$ cat src/rtl/reg_arb_pkg.sv
// reg_arb_pkg -- shared definitions for the two-requester register-bank arbiter.
//   state_t      : arbiter FSM encoding (IDLE, ACCESS, DONE)
//   REG_ARB_N    : default bank data width
//   REG_ARB_AW   : default bank address width
package reg_arb_pkg;

  localparam int REG_ARB_N  = 8;
  localparam int REG_ARB_AW = 3;

  typedef enum logic [1:0] {
    IDLE   = 2'd0,
    ACCESS = 2'd1,
    DONE   = 2'd2
  } state_t;

endpackage

$ cat src/rtl/reg_arb_pick.sv
// reg_arb_pick -- combinational winner selection between two requesters.
// Ports:
//   req0, req1 : pending requests
//   ptr        : requester that wins when both are pending
//   gnt        : winner id (0 or 1); 0 when nobody requests
module reg_arb_pick (
  input  logic req0,
  input  logic req1,
  input  logic ptr,
  output logic gnt
);

  always_comb begin
    gnt = 1'b0;
    if (req0 && req1) begin
      gnt = ptr;
    end else if (req1) begin
      gnt = 1'b1;
    end
  end

endmodule

$ cat src/rtl/reg_arbiter.sv
// reg_arbiter -- arbitrates two requesters onto one shared register bank.
// Each access takes IDLE -> ACCESS -> DONE: the winner's request is latched
// in IDLE, the bank strobe (read or write) fires in ACCESS, and the winner's
// done pulses in DONE together with the read result.
//
// Handshake: a requester raises req with we/addr/in stable and holds it until
// it sees its done pulse; the arbiter samples req only in IDLE, so anything
// the requester changes after being latched is ignored. A req still high in
// IDLE after its done is a new access.
//
// Build option: define REG_ARB_RR_EN for round-robin arbitration on
// contention; otherwise requester 0 always wins contention.
//
// Ports:
//   clk, rst           : clock, synchronous active-high reset
//   req0/req1          : access requests
//   we0/we1            : 1 = write, 0 = read
//   addr0/addr1        : bank addresses
//   in0/in1            : write data
//   done0/done1        : one-cycle completion pulses
//   rdata              : read result, valid with done, held otherwise
//   read/write         : bank strobes
//   addr/in            : bank address and write data (latched copy)
//   out                : bank read data, valid the cycle after read
//   dbg_state          : current FSM state for observation
module reg_arbiter
  import reg_arb_pkg::*;
#(
  parameter int N  = REG_ARB_N,
  parameter int AW = REG_ARB_AW
) (
  input  logic          clk,
  input  logic          rst,
  input  logic          req0,
  input  logic          req1,
  input  logic          we0,
  input  logic          we1,
  input  logic [AW-1:0] addr0,
  input  logic [AW-1:0] addr1,
  input  logic [N-1:0]  in0,
  input  logic [N-1:0]  in1,
  output logic          done0,
  output logic          done1,
  output logic [N-1:0]  rdata,
  output logic          read,
  output logic          write,
  output logic [AW-1:0] addr,
  output logic [N-1:0]  in,
  input  logic [N-1:0]  out,
  output state_t        dbg_state
);

  state_t        state_q;
  state_t        state_d;
  logic          win_q;
  logic          we_q;
  logic [AW-1:0] addr_q;
  logic [N-1:0]  in_q;
  logic [N-1:0]  rdata_q;
  logic          gnt;
  logic          ptr;
  logic          any_req;
  logic          take;
  logic          rd_done;

  assign any_req = req0 | req1;
  assign take    = (state_q == IDLE) && any_req;
  assign rd_done = (state_q == DONE) && !we_q;

  reg_arb_pick u_pick (
    .req0 (req0),
    .req1 (req1),
    .ptr  (ptr),
    .gnt  (gnt)
  );

`ifdef REG_ARB_RR_EN
  // ptr names the requester that wins the next contention: after each grant
  // it moves to the other requester.
  logic ptr_q;

  always_ff @(posedge clk) begin
    if (rst) begin
      ptr_q <= 1'b0;
    end else if (take) begin
      ptr_q <= ~gnt;
    end
  end

  assign ptr = ptr_q;
`else
  assign ptr = 1'b0;
`endif

  // State register
  always_ff @(posedge clk) begin
    if (rst) begin
      state_q <= IDLE;
    end else begin
      state_q <= state_d;
    end
  end

  // Next-state logic
  always_comb begin
    state_d = state_q;
    case (state_q)
      IDLE:    if (any_req) state_d = ACCESS;
      ACCESS:  state_d = DONE;
      DONE:    state_d = IDLE;
      default: state_d = IDLE;
    endcase
  end

  // Output logic
  always_comb begin
    read  = 1'b0;
    write = 1'b0;
    done0 = 1'b0;
    done1 = 1'b0;
    case (state_q)
      ACCESS: begin
        read  = !we_q;
        write = we_q;
      end
      DONE: begin
        done0 = !win_q;
        done1 = win_q;
      end
      default: ;
    endcase
  end

  // Request latch and read-result register
  always_ff @(posedge clk) begin
    if (rst) begin
      win_q   <= 1'b0;
      we_q    <= 1'b0;
      addr_q  <= '0;
      in_q    <= '0;
      rdata_q <= '0;
    end else begin
      if (take) begin
        win_q  <= gnt;
        we_q   <= gnt ? we1   : we0;
        addr_q <= gnt ? addr1 : addr0;
        in_q   <= gnt ? in1   : in0;
      end
      if (rd_done) begin
        rdata_q <= out;
      end
    end
  end

  // The bank answers during DONE, so pass it straight through while done is
  // high and hold the captured copy from then on.
  assign rdata     = rd_done ? out : rdata_q;
  assign addr      = addr_q;
  assign in        = in_q;
  assign dbg_state = state_q;

endmodule

$ cat config.mk
export PLATFORM = sky130hd
export DESIGN_NAME = reg_arbiter
export DESIGN_NICKNAME = d
export VERILOG_FILES = /design/src/rtl/reg_arb_pkg.sv /design/src/rtl/reg_arb_pick.sv /design/src/rtl/reg_arbiter.sv
export SDC_FILE = /design/constraint.sdc
export NUM_CORES = 1
export LEC_CHECK = 0
export BUFFER_PORTS_ARGS = -buffer_cell sky130_fd_sc_hd__buf_2
export CORE_MARGIN = 4
export CORE_UTILIZATION = 42
export CTS_CLUSTER_DIAMETER = 50
export CTS_CLUSTER_SIZE = 28
export DETAILED_ROUTE_END_ITERATION = 12
export PLACE_DENSITY = 0.81
export REMOVE_ABC_BUFFERS = 1
export SYNTH_ARGS = -nofsm -noshare
export SYNTH_HDL_FRONTEND = slang
export SYNTH_HIERARCHICAL = 1
export SYNTH_SLANG_ARGS = --single-unit
$ cat constraint.sdc
create_clock -name clk -period 1.7 [get_ports clk]
set_input_delay 0.34 -clock clk [delete_from_list [all_inputs] [get_ports clk]]
set_output_delay 0.34 -clock clk [all_outputs]
set_load 0.005 [all_outputs]
==> run metrics <==
status complete, but fails checks; failing checks negative setup slack; f_max 543 MHz; vias in the first global route 1088; TNS Setup -1.04 ns; area of the mapped netlist 1030 µm²; Skew-Pair Late Insertion Delay 0.32 ns; drt first-iter violations 12; routability cong. 0.675; most frequent CP cell buf_6; maximum vdd drop 515 µV; Max Cap Viol 0; Crit path buffers/inverters 2; TritonCTS Buffers 3; global-route wire length before repair 4.68 mm; die width 57.5 µm; Antenna Cells 0; sw frac roughly 29%; H-tree depth 1; Port Buf Inserts 60; Mapped Avg Cell Area 10.1 µm²; Area Growth Syn to Fin 48.8%; Max clock buf depth 2; Critical Path Sink Type primary output; crit path launch type register; top-area cell type share of the netlist area 44.7%; largest net degree at the start of global routing 24; Post-DRT Antenna Nets 0; reg-to-reg endpoint rdata_q[1]; DR pass1 iterations 4; internal cell power 0.000849 W; Logic pwr share between 20% and 30%; Detailed Place HPWL between 1.5 and 2 mm; io pins 61; worst r2r src dbg_state[0]; row count 17; Worst Hold Class primary input to register; DR vias/cell just over 5; CTS sink cnt 23; Power per Cell Area 778 nW/µm²; DIE HEIGHT 57.5 µm; number of flops mapped to enable cells by yosys 0; routed via count between 1000 and 1500; final worst path period share 108%; R2R setup slack between 0.2 and 0.3 ns; min Tclk post-route 1.84 ns; layout cells sized above 1 a little over 50%; Synth Flop Type dfxtp_1; unrepaired setup endpoints after global routing true; worst path required time 1.36 ns; top post-synthesis cells by area dfxtp_1, mux2i_1, a211oi_1, mux2_2, a21oi_1; Final setup viols 8; Leak roughly 0.77 nW; Wirelength per Cell 14.5 µm; CTS tree yes; crit-path max FO 5; clock slew at reported path FFs between 0.1 and 0.15 ns; Seq/Total Area, Yosys between 40% and 50%; reg2reg path depth 5; Worst Hold Depth 3; count of unique library cells instantiated by Yosys 21; Switch Pwr 0.000344 W; crit path DAT 1.50 ns; total track usage 18.1%; worst setup margin -0.140 ns; Hold Path End in[4]; Die Area 3310 µm²; GRT overflow 0; Worst Setup Path Type register to primary output; Power, Total 0.00119 W; Flop pwr share 51.0%; clock power share 22.9%; DRC viols 0; final-report max-slew violation count 0; delay-heaviest family, CP flip-flops; clock skew 0.00121 ns; Yosys Warn Count 6; Async SR Flop Fraction 0%; DRT Wirelength 2.86 mm; CP Cell Sequence nor3b_4 -> buf_6 -> mux2_4 -> buf_6; fin nets 206; HP Start in0[4]; initial antenna violation count 0; initial core utilization 45.2%; FF+latch count, synth 23; CP max stage cell dfxtp_2; crit-path max cell delay 0.36 ns; area leader, netlist dfxtp_1; core box area around 2300 µm²; final hold vios 0; Mapped Cells 102; Root Driver clkbuf_4
[cell usage after synthesis, types with 2 or more instances]
master / instances
dfxtp_1: 23
a21oi_1: 13
a211oi_1: 12
mux2i_1: 12
and2b_1: 8
mux2_2: 8
nor2_1: 5
buf_2: 4
clkbuf_1: 4
inv_1: 2
[cell families (layout without fill, tap and decap cells)]
| logic type | Yosys count | count (layout) | share of synthesized area [%] |
|---|---|---|---|
| AO/OA/AOI/OAI | 27 | 27 | 16.5 |
| flip-flops | 23 | 23 | 44.7 |
| AND/OR/NAND/NOR | 21 | 21 | 13.9 |
| multiplexers | 20 | 20 | 20.4 |
| buffers and inverters | 10 | 77 | 4.13 |
| other | 1 | 1 | 0.364 |
[flip-flops by register name, summed over array words and instances, names as in the netlist]
register	count
rdata_q	8
win_q	1
dbg_state	2
in	8
addr	3
we_q	1
[tightest hold or removal path, delay by kind of cell]
kind | cells | cell delay (ns)
AOI/OAI and AO/OA | 1 | 0.08
buffers and inverters | 1 | 0.10
muxes | 1 | 0.11
[how the worst max path moves through the flow]
stage | endpoint | cells past startpoint | start | slack [ns]
final | rdata[7] | 4 | dbg_state[0] | -0.14
after global routing | rdata[2] | 4 | dbg_state[0] | -0.21
after CTS | rdata[5] | 4 | we_q | -0.16
after detailed placement | rdata[7] | 3 | we_q | 0.08
after floorplan | addr[0] | 3 | req1 | -0.07
after global placement | rdata[4] | 3 | we_q | 0.13
[area by class of cell]
| cell class | instances | area, µm² |
|---|---|---|
| fillers | 205 | 743 |
| multi-input cells | 69 | 557 |
| flip-flops and latches | 23 | 467 |
| repair buffers | 71 | 440 |
| well taps | 28 | 35.0 |
| clock buffers | 4 | 26.3 |
| inverters | 2 | 7.51 |
[metrics by stage]
stage	std cells	setup slack (ns)	instance area (µm²)	utilization (%)	hold slack [ns]
final	197	-0.140	1530	67.3	0.334
after global routing	197	-0.206	1530	67.3	0.334
after CTS	195	-0.156	1520	66.6	0.339
after detailed placement	188	0.0799	1380	60.4	0.484
after global placement	188	0.126	1380	60.4	0.471
after floorplan	94	-0.0663	995	-	0.409
[cells in the final DEF (no fill, tap or decap), drive strengths merged]
master	count
a211oi	12
a21boi	1
a21oi	13
and2b	8
and3b	1
buf	71
clkbuf	4
conb	1
dfxtp	23
inv	2
mux2	8
mux2i	12
nand2b	1
nand3	1
nor2	5
nor3	1
nor3b	2
nor4	1
o31ai	1
or2	1
[power by group through the flow]
stage / registers [W] / clock network (W) / logic, W
after floorplan: 0.000626 / 0 / 0.000126
after global placement: 0.000618 / 0 / 0.000262
after detailed placement: 0.000620 / 0 / 0.000272
after CTS: 0.000608 / 0.000272 / 0.000307
after global routing: 0.000615 / 0.000307 / 0.000341
final: 0.000609 / 0.000273 / 0.000311
[layer usage]
| metal | share of wire, % | global-route usage (%) |
|---|---|---|
| met1 | 41 | 19.9 |
| met2 | 50 | 33.5 |
| met3 | 7.2 | 3.39 |
| met4 | 1.8 | 6.95 |
| met5 | 0 | 0 |
[repair_timing]
| action | 4_1_cts | 5_1_grt |
|---|---|---|
| hold buffers | 0 | 0 |
| gates resized for setup | 20 | 2 |
| buffers inserted | 3 | 2 |
| pin swaps | 1 | 1 |
| endpoints found under the setup margin | 8 | 8 |
Note: power is estimated with default switching activity, not from simulation.
